[src/rtl/tdd_frame_sched.sv]
// Sample-rate TDD frame scheduler: frame counter, tx/rx window enables and one-shot frame-length adjust.
// Optional rx/tx overlap guard selected by `define TDD_GUARD_EN.
`timescale 1ns/1ps
module tdd_frame_sched #(
  parameter int CNT_W = 24,
  parameter int ADJ_W = 16
) (
  input  logic             clk,
  input  logic             rst,
  input  logic             run,
  input  logic             ce,
  input  logic             tdd_mode,
  input  logic [CNT_W-1:0] frame_len,
  input  logic [ADJ_W-1:0] frame_adj,
  input  logic             adj_req,
  input  logic [CNT_W-1:0] tstart,
  input  logic [CNT_W-1:0] tend,
  input  logic [CNT_W-1:0] rstart,
  input  logic [CNT_W-1:0] rend,
  output logic             adj_pending,
  output logic             tx_en,
  output logic             rx_en,
  output logic             frame_sync,
  output logic [CNT_W-1:0] sample_cnt,
  output logic [31:0]      frame_cnt,
  output logic             overlap_err
);
  // Two spare bits so frame_len + adjustment never overflows before clamping.
  localparam int SW = CNT_W + 2;
  localparam logic signed [SW-1:0] MIN_LEN = SW'(2);
  localparam logic signed [SW-1:0] MAX_LEN = {2'b00, {CNT_W{1'b1}}};

  logic             started_q, started_d;
  logic [CNT_W-1:0] cnt_q, cnt_d;
  logic [CNT_W-1:0] cur_len_q, cur_len_d;
  logic [ADJ_W-1:0] adj_q, adj_d;
  logic             pend_q, pend_d;
  logic             tx_q, tx_d;
  logic             rx_q, rx_d;
  logic             sync_q, sync_d;
  logic [31:0]      fcnt_q, fcnt_d;

  logic             last_sample;
  logic             load_len;
  logic [SW-1:0]    adj_ext;
  logic signed [SW-1:0] len_sum;
  logic [CNT_W-1:0] next_len;
  logic             tx_win, rx_win;

  function automatic logic in_win(input logic [CNT_W-1:0] s, input logic [CNT_W-1:0] e,
                                  input logic [CNT_W-1:0] c);
    return (s <= e) ? ((s <= c) && (c < e)) : ((c >= s) || (c < e));
  endfunction

  // Length of the frame about to start; the latched adjustment applies only when pending.
  always_comb begin
    adj_ext = pend_q ? {{(SW-ADJ_W){adj_q[ADJ_W-1]}}, adj_q} : '0;
    len_sum = $signed({2'b00, frame_len}) + $signed(adj_ext);
    if (len_sum < MIN_LEN)      next_len = CNT_W'(2);
    else if (len_sum > MAX_LEN) next_len = {CNT_W{1'b1}};
    else                        next_len = len_sum[CNT_W-1:0];
  end

  assign last_sample = (cnt_q == cur_len_q - CNT_W'(1));

  always_comb begin
    started_d = started_q;
    cnt_d     = cnt_q;
    cur_len_d = cur_len_q;
    adj_d     = adj_q;
    pend_d    = pend_q;
    sync_d    = 1'b0;
    fcnt_d    = fcnt_q;
    load_len  = 1'b0;
    if (!run) begin
      started_d = 1'b0;
      cnt_d     = '0;
    end else if (ce) begin
      if (!started_q) begin
        started_d = 1'b1;
        cnt_d     = '0;
        sync_d    = 1'b1;
        load_len  = 1'b1;
      end else if (last_sample) begin
        cnt_d     = '0;
        sync_d    = 1'b1;
        fcnt_d    = fcnt_q + 32'd1;
        load_len  = 1'b1;
      end else begin
        cnt_d     = cnt_q + CNT_W'(1);
      end
    end
    if (load_len) begin
      cur_len_d = next_len;
      pend_d    = 1'b0;
    end
    // A request on the boundary cycle re-arms for the following boundary.
    if (adj_req) begin
      adj_d  = frame_adj;
      pend_d = 1'b1;
    end
  end

  assign tx_win = in_win(tstart, tend, cnt_d);
  assign rx_win = in_win(rstart, rend, cnt_d);

`ifdef TDD_GUARD_EN
  logic ovl_q, ovl_d;

  always_comb begin
    tx_d  = run & (tdd_mode ? tx_win : 1'b1);
    rx_d  = run & (tdd_mode ? rx_win : 1'b1);
    ovl_d = ovl_q;
    if (run && tdd_mode && tx_win && rx_win) begin
      rx_d  = 1'b0;
      ovl_d = 1'b1;
    end
  end

  always_ff @(posedge clk) begin
    if (rst) ovl_q <= 1'b0;
    else     ovl_q <= ovl_d;
  end

  assign overlap_err = ovl_q;
`else
  always_comb begin
    tx_d = run & (tdd_mode ? tx_win : 1'b1);
    rx_d = run & (tdd_mode ? rx_win : 1'b1);
  end

  assign overlap_err = 1'b0;
`endif

  always_ff @(posedge clk) begin
    if (rst) begin
      started_q <= 1'b0;
      cnt_q     <= '0;
      cur_len_q <= CNT_W'(2);
      adj_q     <= '0;
      pend_q    <= 1'b0;
      tx_q      <= 1'b0;
      rx_q      <= 1'b0;
      sync_q    <= 1'b0;
      fcnt_q    <= '0;
    end else begin
      started_q <= started_d;
      cnt_q     <= cnt_d;
      cur_len_q <= cur_len_d;
      adj_q     <= adj_d;
      pend_q    <= pend_d;
      tx_q      <= tx_d;
      rx_q      <= rx_d;
      sync_q    <= sync_d;
      fcnt_q    <= fcnt_d;
    end
  end

  assign adj_pending = pend_q;
  assign tx_en       = tx_q;
  assign rx_en       = rx_q;
  assign frame_sync  = sync_q;
  assign sample_cnt  = cnt_q;
  assign frame_cnt   = fcnt_q;
endmodule

[config.mk]
export PLATFORM = sky130hd
export DESIGN_NAME = tdd_frame_sched
export DESIGN_NICKNAME = d
export VERILOG_FILES = /design/src/rtl/tdd_frame_sched.sv
export SDC_FILE = /design/constraint.sdc
export NUM_CORES = 1
export LEC_CHECK = 0
export CAP_MARGIN = 20
export CORE_MARGIN = 8
export CORE_UTILIZATION = 35
export DETAILED_ROUTE_END_ITERATION = 7
export GPL_TIMING_DRIVEN = 0
export HOLD_SLACK_MARGIN = 0.02
export SLEW_MARGIN = 25
export SYNTH_ARGS = -nofsm -noshare
export SYNTH_HDL_FRONTEND = slang
export SYNTH_SLANG_ARGS = --single-unit
export TNS_END_PERCENT = 10
[constraint.sdc]
create_clock -name clk -period 4.7 [get_ports clk]
set_input_delay 1.175 -clock clk [delete_from_list [all_inputs] [get_ports clk]]
set_output_delay 1.175 -clock clk [all_outputs]
set_load 0.05 [all_outputs]
== After elaboration in Yosys (flattened, before gate mapping) ==
Cells that the tools add are included.
W data, S select, Z words.

* Eq/ne operators: 1
* Add/subtract/negate cells: 4
* Bitwise gates (word level): 3
* Order comparisons: 10
* Muxes and demuxes: 17
* Reduce and logical (&&, ||, !) cells: 7

{| class="wikitable"
|+ Operators by type and width
! cell !! number
|-
| $mux W24 || 6
|-
| $le A24 B24 Y1 || 4
|-
| $ge A24 B24 Y1 || 2
|-
| $lt A24 B24 Y1 || 2
|-
| $add A32 B1 Y32 const B || 1
|-
| $add A25 B26 Y26 || 1
|-
| $gt A26 B25 Y1 const B || 1
|-
| $lt A26 B3 Y1 const B || 1
|-
| $mux W26 || 1
|-
| $add A24 B1 Y24 const B || 1
|-
| $eq A24 B24 Y1 || 1
|-
| $sub A24 B1 Y24 const B || 1
|-
| $mux W1 || 10
|-
| $reduce_and A4 Y1 || 1
|-
| $and A1 B1 Y1 || 2
|-
| $logic_and A1 B1 Y1 || 2
|-
| $logic_or A1 B1 Y1 || 2
|-
| $reduce_bool A2 Y1 || 1
|-
| $reduce_or A2 Y1 || 1
|-
| $not A1 Y1 || 1
|}

* Flip-flop bits (word level): 101
* Output and inout port bits: 61

== Logic depth before layout (Yosys ltp) ==
* Depth in word-level cells: 11
* Mapped depth: 23
* Gate-level depth less buffers: 22

== Worst setup path before layout ==
Ideal clock, no wire load.

* Kind: register to register
* Start point: register cur_len_q[0]
* End point: register tx_q, in the netlist tx_en
* Stages on the path, launching flop included: 22
* Slack: -0.005 ns
* Path buffers: 1
* Arrival time: 4.585 ns
* Cell sequence: dfxtp_1 -> inv_1 -> ha_1 -> nor3b_4 -> nand3_2 -> or4_4 -> a2111oi_4 -> and4_4 -> a21oi_1 -> o21ai_1 -> clkbuf_1 -> nor2_1 -> ha_1 -> a21o_1 -> a21o_1 -> a21oi_1 -> o21ai_0 -> a2111oi_0 -> o31ai_1 -> nand2_1 -> nand2_1 -> o31a_1

* Cells in the longest elaborated chain, start to end: 11
* Elaborated cells between the ends (all ways): 14
* Those cells by class: add/sub: 1; order compare: 3; eq/ne: 1; mux: 6; bitwise: 1; reduce/logical: 2

{| class="wikitable"
|+ RTL lines
! item !! line !! source
|-
| from (decl) || 35 || <nowiki>logic [CNT_W-1:0] cur_len_q, cur_len_d;</nowiki>
|-
| from (signal assigned) || 149 || <nowiki>cur_len_q <= cur_len_d;</nowiki>
|-
| $sub A24 B1 Y24 * || 64 || <nowiki>assign last_sample = (cnt_q == cur_len_q - CNT_W'(1));</nowiki>
|-
| $eq A24 B24 Y1 * || 64 ||
|-
| $mux W24 * || 84 || <nowiki>end else if (last_sample) begin</nowiki>
|-
| $mux W24 * || 79 || <nowiki>if (!started_q) begin</nowiki>
|-
| $mux W24 * || 78 || <nowiki>end else if (ce) begin</nowiki>
|-
| $mux W24 * || 75 || <nowiki>if (!run) begin</nowiki>
|-
| named net cnt_d[1] || 34 || <nowiki>logic [CNT_W-1:0] cnt_q, cnt_d;</nowiki>
|-
| $ge A24 B24 Y1 (tied with other cells) || 52 || <nowiki>return (s <= e) ? ((s <= c) && (c < e)) : ((c >= s) || (c < e));</nowiki>
|-
| $logic_or A1 B1 Y1 or $logic_and A1 B1 Y1 (tied branches) || 52 ||
|-
| $mux W1 * || 52 ||
|-
| $mux W1 * || 128 || <nowiki>tx_d = run & (tdd_mode ? tx_win : 1'b1);</nowiki>
|-
| $and A1 B1 Y1 * || 128 ||
|-
| to (signal assigned) || 152 || <nowiki>tx_q <= tx_d;</nowiki>
|-
| to (decl) || 38 || <nowiki>logic tx_q, tx_d;</nowiki>
|}

Mark *: on every way through the listed nets, which the timed path passes. The rest lies on a longest branch.
A chain may end at the register's enable or synchronous reset.

== Worst setup path after layout ==
* Start point: register cur_len_q[18]
* End point: register rx_q, in the netlist rx_en

* Cells in the longest elaborated chain, start to end: 11
* Elaborated cells between the ends (all ways): 14
* Those cells by class: add/sub: 1; order compare: 3; eq/ne: 1; mux: 6; bitwise: 1; reduce/logical: 2

{| class="wikitable"
|+ RTL lines
! item !! line !! source
|-
| $sub A24 B1 Y24 * || 64 ||
|-
| $eq A24 B24 Y1 * || 64 ||
|-
| $mux W24 * || 84 ||
|-
| $mux W24 * || 79 ||
|-
| $mux W24 * || 78 ||
|-
| $mux W24 * || 75 ||
|-
| named net cnt_d[10] || 34 ||
|-
| $ge A24 B24 Y1 (tied with other cells) || 52 ||
|-
| $logic_or A1 B1 Y1 or $logic_and A1 B1 Y1 (tied branches) || 52 ||
|-
| $mux W1 * || 52 ||
|-
| $mux W1 * || 129 || <nowiki>rx_d = run & (tdd_mode ? rx_win : 1'b1);</nowiki>
|-
| $and A1 B1 Y1 * || 129 ||
|-
| to (signal assigned) || 153 || <nowiki>rx_q <= rx_d;</nowiki>
|-
| to (decl) || 39 || <nowiki>logic rx_q, rx_d;</nowiki>
|}

Marked as above.

==> run summary <==
Status = finished clean
Final hold vios = 0
Relative slew slack = 0.5516
Internal power = 1591 uW
Port bufs = 199
Area Overhead vs Synth = 34.12%
Fill count = 2782
Seq/Total Area, Yosys = 0.1988
Most used flip-flop cell after synthesis = dfxtp_1
Maximum fanout along the worst path = 8
Max layer used = met4
Vias = 9835
GRT Resource Usage Total = 0.1753
DRC viols = 0
Synthesized area = 0.01017 mm2
Worst Hold Launch = cur_len_q[18]$_SDFFE_PP0P_
Fin crit share = 0.9833
Largest net degree at the start of global routing = 18
Leakage = 0.006024 uW
Worst VDD drop = 0.1966 mV
Final instance count without filler cells = 1917
Initial antenna violation count = 0
Critical path cell sequence = or4_4 > or3_4 > nor4_4 > xnor2_1 > and4_4 > and3_4 > a21oi_2 > o21ai_2 > buf_6 > buf_8 > buf_12 > nor2_4 > ha_4 > and4_1 > nand4_1 > or4_4 > or3_4 > a21oi_4 > o22ai_1
Avg WL per Cell = 16.38 um
Launch point of the critical path = cur_len_q[18]$_SDFFE_PP0P_
Die area = 0.03477 mm2
Antenna Cells = 0
CTS Root Cell = clkbuf_16
Synth top area cells = ha_1 (21%), dfxtp_1 (20%), nor2_1 (5.6%)
Max_cap viols = 0
Nets = 1842
WL met2 = 15030 um
CTS Sinks = 101
Clock latency on the worst-skew pair = 350 ps
Hold Crit Class = reg2reg
Slowest CP cell = or4_4
Synth async-reset ratio = 0
Initial DRC Count = 425
Layout cells sized above 1 = 0.1083
Comb power frac = 0.302
Max Buffers Root-to-Sink = 2
Final hold slack = 476.4 ps
Reg-to-reg startpoint = cur_len_q[18]$_SDFFE_PP0P_
Clock Power Share = 0.307
#FFs+latches synth = 101
Core Region = 0.02863 mm2
Hpwl dp = 25980 um
Switching Share = 0.3135
Cell family with most CP delay = simple AND/OR/NAND/NOR gates
NetSw = 726.5 uW
CP endpoint kind = flop
DP Cell Count = 1872
Total wire length = 31400 um
Leading area contributor after synthesis = ha_1
Initial Util = 0.3553
Max incr delay on CP = 560 ps
CP arrival = 4840 ps
Synth Warn # = 0
Max Slew Vio Count = 0
Total power per unit cell area = 169.9 mW/mm2
Cts bufs inserted = 9
Post-Syn Instances = 1289
CP required = 4920 ps
Worst-Margin Slew = 672.6 ps
EDFF count, synth = 0
Tmin final = 4621 ps
Boundary Pins = 203
Number of global-route vias before repair = 9715
GRT overflow = 0
Global placer's final weighted congestion = 0.8851
# setup viols final = 0
Post-synth cell types = 81
# rows = 62
First-pass GRT wire length = 50850 um
RSZ-0062 raised after global routing = yes
Synth Net Count = 1602
Critical Path Source Type = flop
Clk_skew = 18.59 ps
Metal3 WL = 1394 um
Flop pwr share = 0.390
Fmax = 216.4 MHz
Crit path buf inv count = 3
Vias per inst = 5.130
Crit Path Class = reg2reg
Avg Cell Area, Syn = 7.891 um2
Yosys top cell area share = 0.2091
Met1 wire length = 14400 um
Die X = 186.5 um
DR pass1 iterations = 5
Max H-tree Level = 3
ANT nets after route = 0
CTS tree = yes
Reg clk slew, reported paths = 70 ps
Height of the die = 186.5 um
==> logic make-up after synthesis <==
group                    count (synthesis)  share of synthesized area
AND/OR/NAND/NOR                        468                     0.2425
multiplexers                            26                    0.02682
adder cells (fa/ha/maj)                171                     0.2111
AO/OA/AOI/OAI                          276                     0.1789
buffers and inverters                  159                    0.06667
XOR/XNOR                                87                    0.07492
other                                    1                  0.0003687
flip-flops                             101                     0.1988
==> routing by layer <==
metal	up-vias	track usage
met3	29	0.03057
met2	216	0.3067
met5	-	0
met1	4491	0.2190
li1	5099	-
met4	0	0.04429
==> what timing repair did <==
item	in CTS	in global routing
setup buffers	17	14
endpoints found under the setup margin	22	22
pin swaps	18	38
resized for setup	54	59
cloned	1	0
hold buffers	0	0
endpoints found under the hold margin	0	0
==> metrics by stage <==
step	instance area (um2)	TNS, ps	total power, uW	utilization	setup WS [ps]
final	13640	0	2317	0.4766	78.62
after global routing	13640	-180.2	2462	0.4766	-90.36
after CTS	13290	0	2307	0.4642	0.5893
after detailed placement	12640	-12250	1552	0.4417	-1169
after global placement	12640	-13270	1543	0.4417	-1156
after floorplan	10170	0	1308	-	9.225
==> cell usage in the layout (no fill, tap or decap), drive strengths merged, types with 11 or more instances in the layout <==
cell and instances:
o211ai 11, nand4 41, a21o 32, and2 19
buf 49, clkdlybuf4s50 199, o21ai 50, clkbuf 35
xnor2 43, nand2 68, xor2 44, a21oi 73
nand2b 17, inv 117, mux2i 19, ha 170
nor3 19, nor4 12, dfxtp 101, and4 11
nand3 40, a31oi 11, o31ai 34, nor2 154
and3 16, nor2b 32
==> registers in the layout, indices dropped and copies added (netlist names) <==
signal,cells
frame_sync,1
sample_cnt,24
tx_en,1
frame_cnt,32
started_q,1
rx_en,1
cur_len_q,24
adj_q,16
adj_pending,1
==> worst paths after layout <==
| path | end | slack (ps) | cells after the start |
|---|---|---|---|
| setup / recovery | rx_en$_SDFF_PP0_ | 80 | 19 |
| hold / removal | cur_len_q[18]$_SDFFE_PP0P_ | 480 | 2 |
| setup reg to reg | rx_en$_SDFF_PP0_ | 80 | 19 |
| hold reg to reg | cur_len_q[18]$_SDFFE_PP0P_ | 480 | 2 |
==> power by group through the flow <==
stage,Clock (uW),Combinational [uW],Sequential [uW]
3_5_place_dp,0,630,923
4_1_cts,736,668,903
2_1_floorplan,0,383,925
5_1_grt,775,778,908
3_3_place_gp,0,621,922
6_report,713,701,904
==> tightest hold or removal path, cell delays in order, from the launching register on <==
cell and delay, ps:
dfxtp_4 350, nand2_1 50, o31ai_1 50
==> Yosys cell counts (5+ instances only) <==
library cell  instances
ha_1                170
nor2_1              153
inv_1               114
dfxtp_1             101
a21oi_1              73
nand2_1              68
o21ai_0              47
xor2_1               44
xnor2_1              43
nand4_1              41
nand3_1              37
o31ai_1              34
a21o_1               32
nor2b_1              32
clkbuf_1             25
and2_1               19
mux2i_1              19
nand2b_1             17
nor3_1               17
and3_1               15
a31oi_1              11
o211ai_1             11
nor4_1               10
o21a_1               10
and4_1                9
buf_6                 8
a211oi_1              7
buf_2                 7
or3_1                 7
nand3b_1              6
or4_1                 6
a2111oi_0             5
a311oi_1              5
==> area by class of cell <==
cell class / count / area, um2 / area share
Inverter: 114 / 430.4 / 0.03155
Multi-Input combinational cell: 1029 / 7893 / 0.5786
Buffer: 43 / 280.3 / 0.02054
Clock buffer: 9 / 225.2 / 0.01651
Sequential cell: 101 / 2037 / 0.1493
Timing Repair Buffer: 231 / 2248 / 0.1648
Clock inverter: 6 / 47.55 / 0.003485
Tap cell: 384 / 480.5 / 0.03522
(Power assumes the default switching activity.)
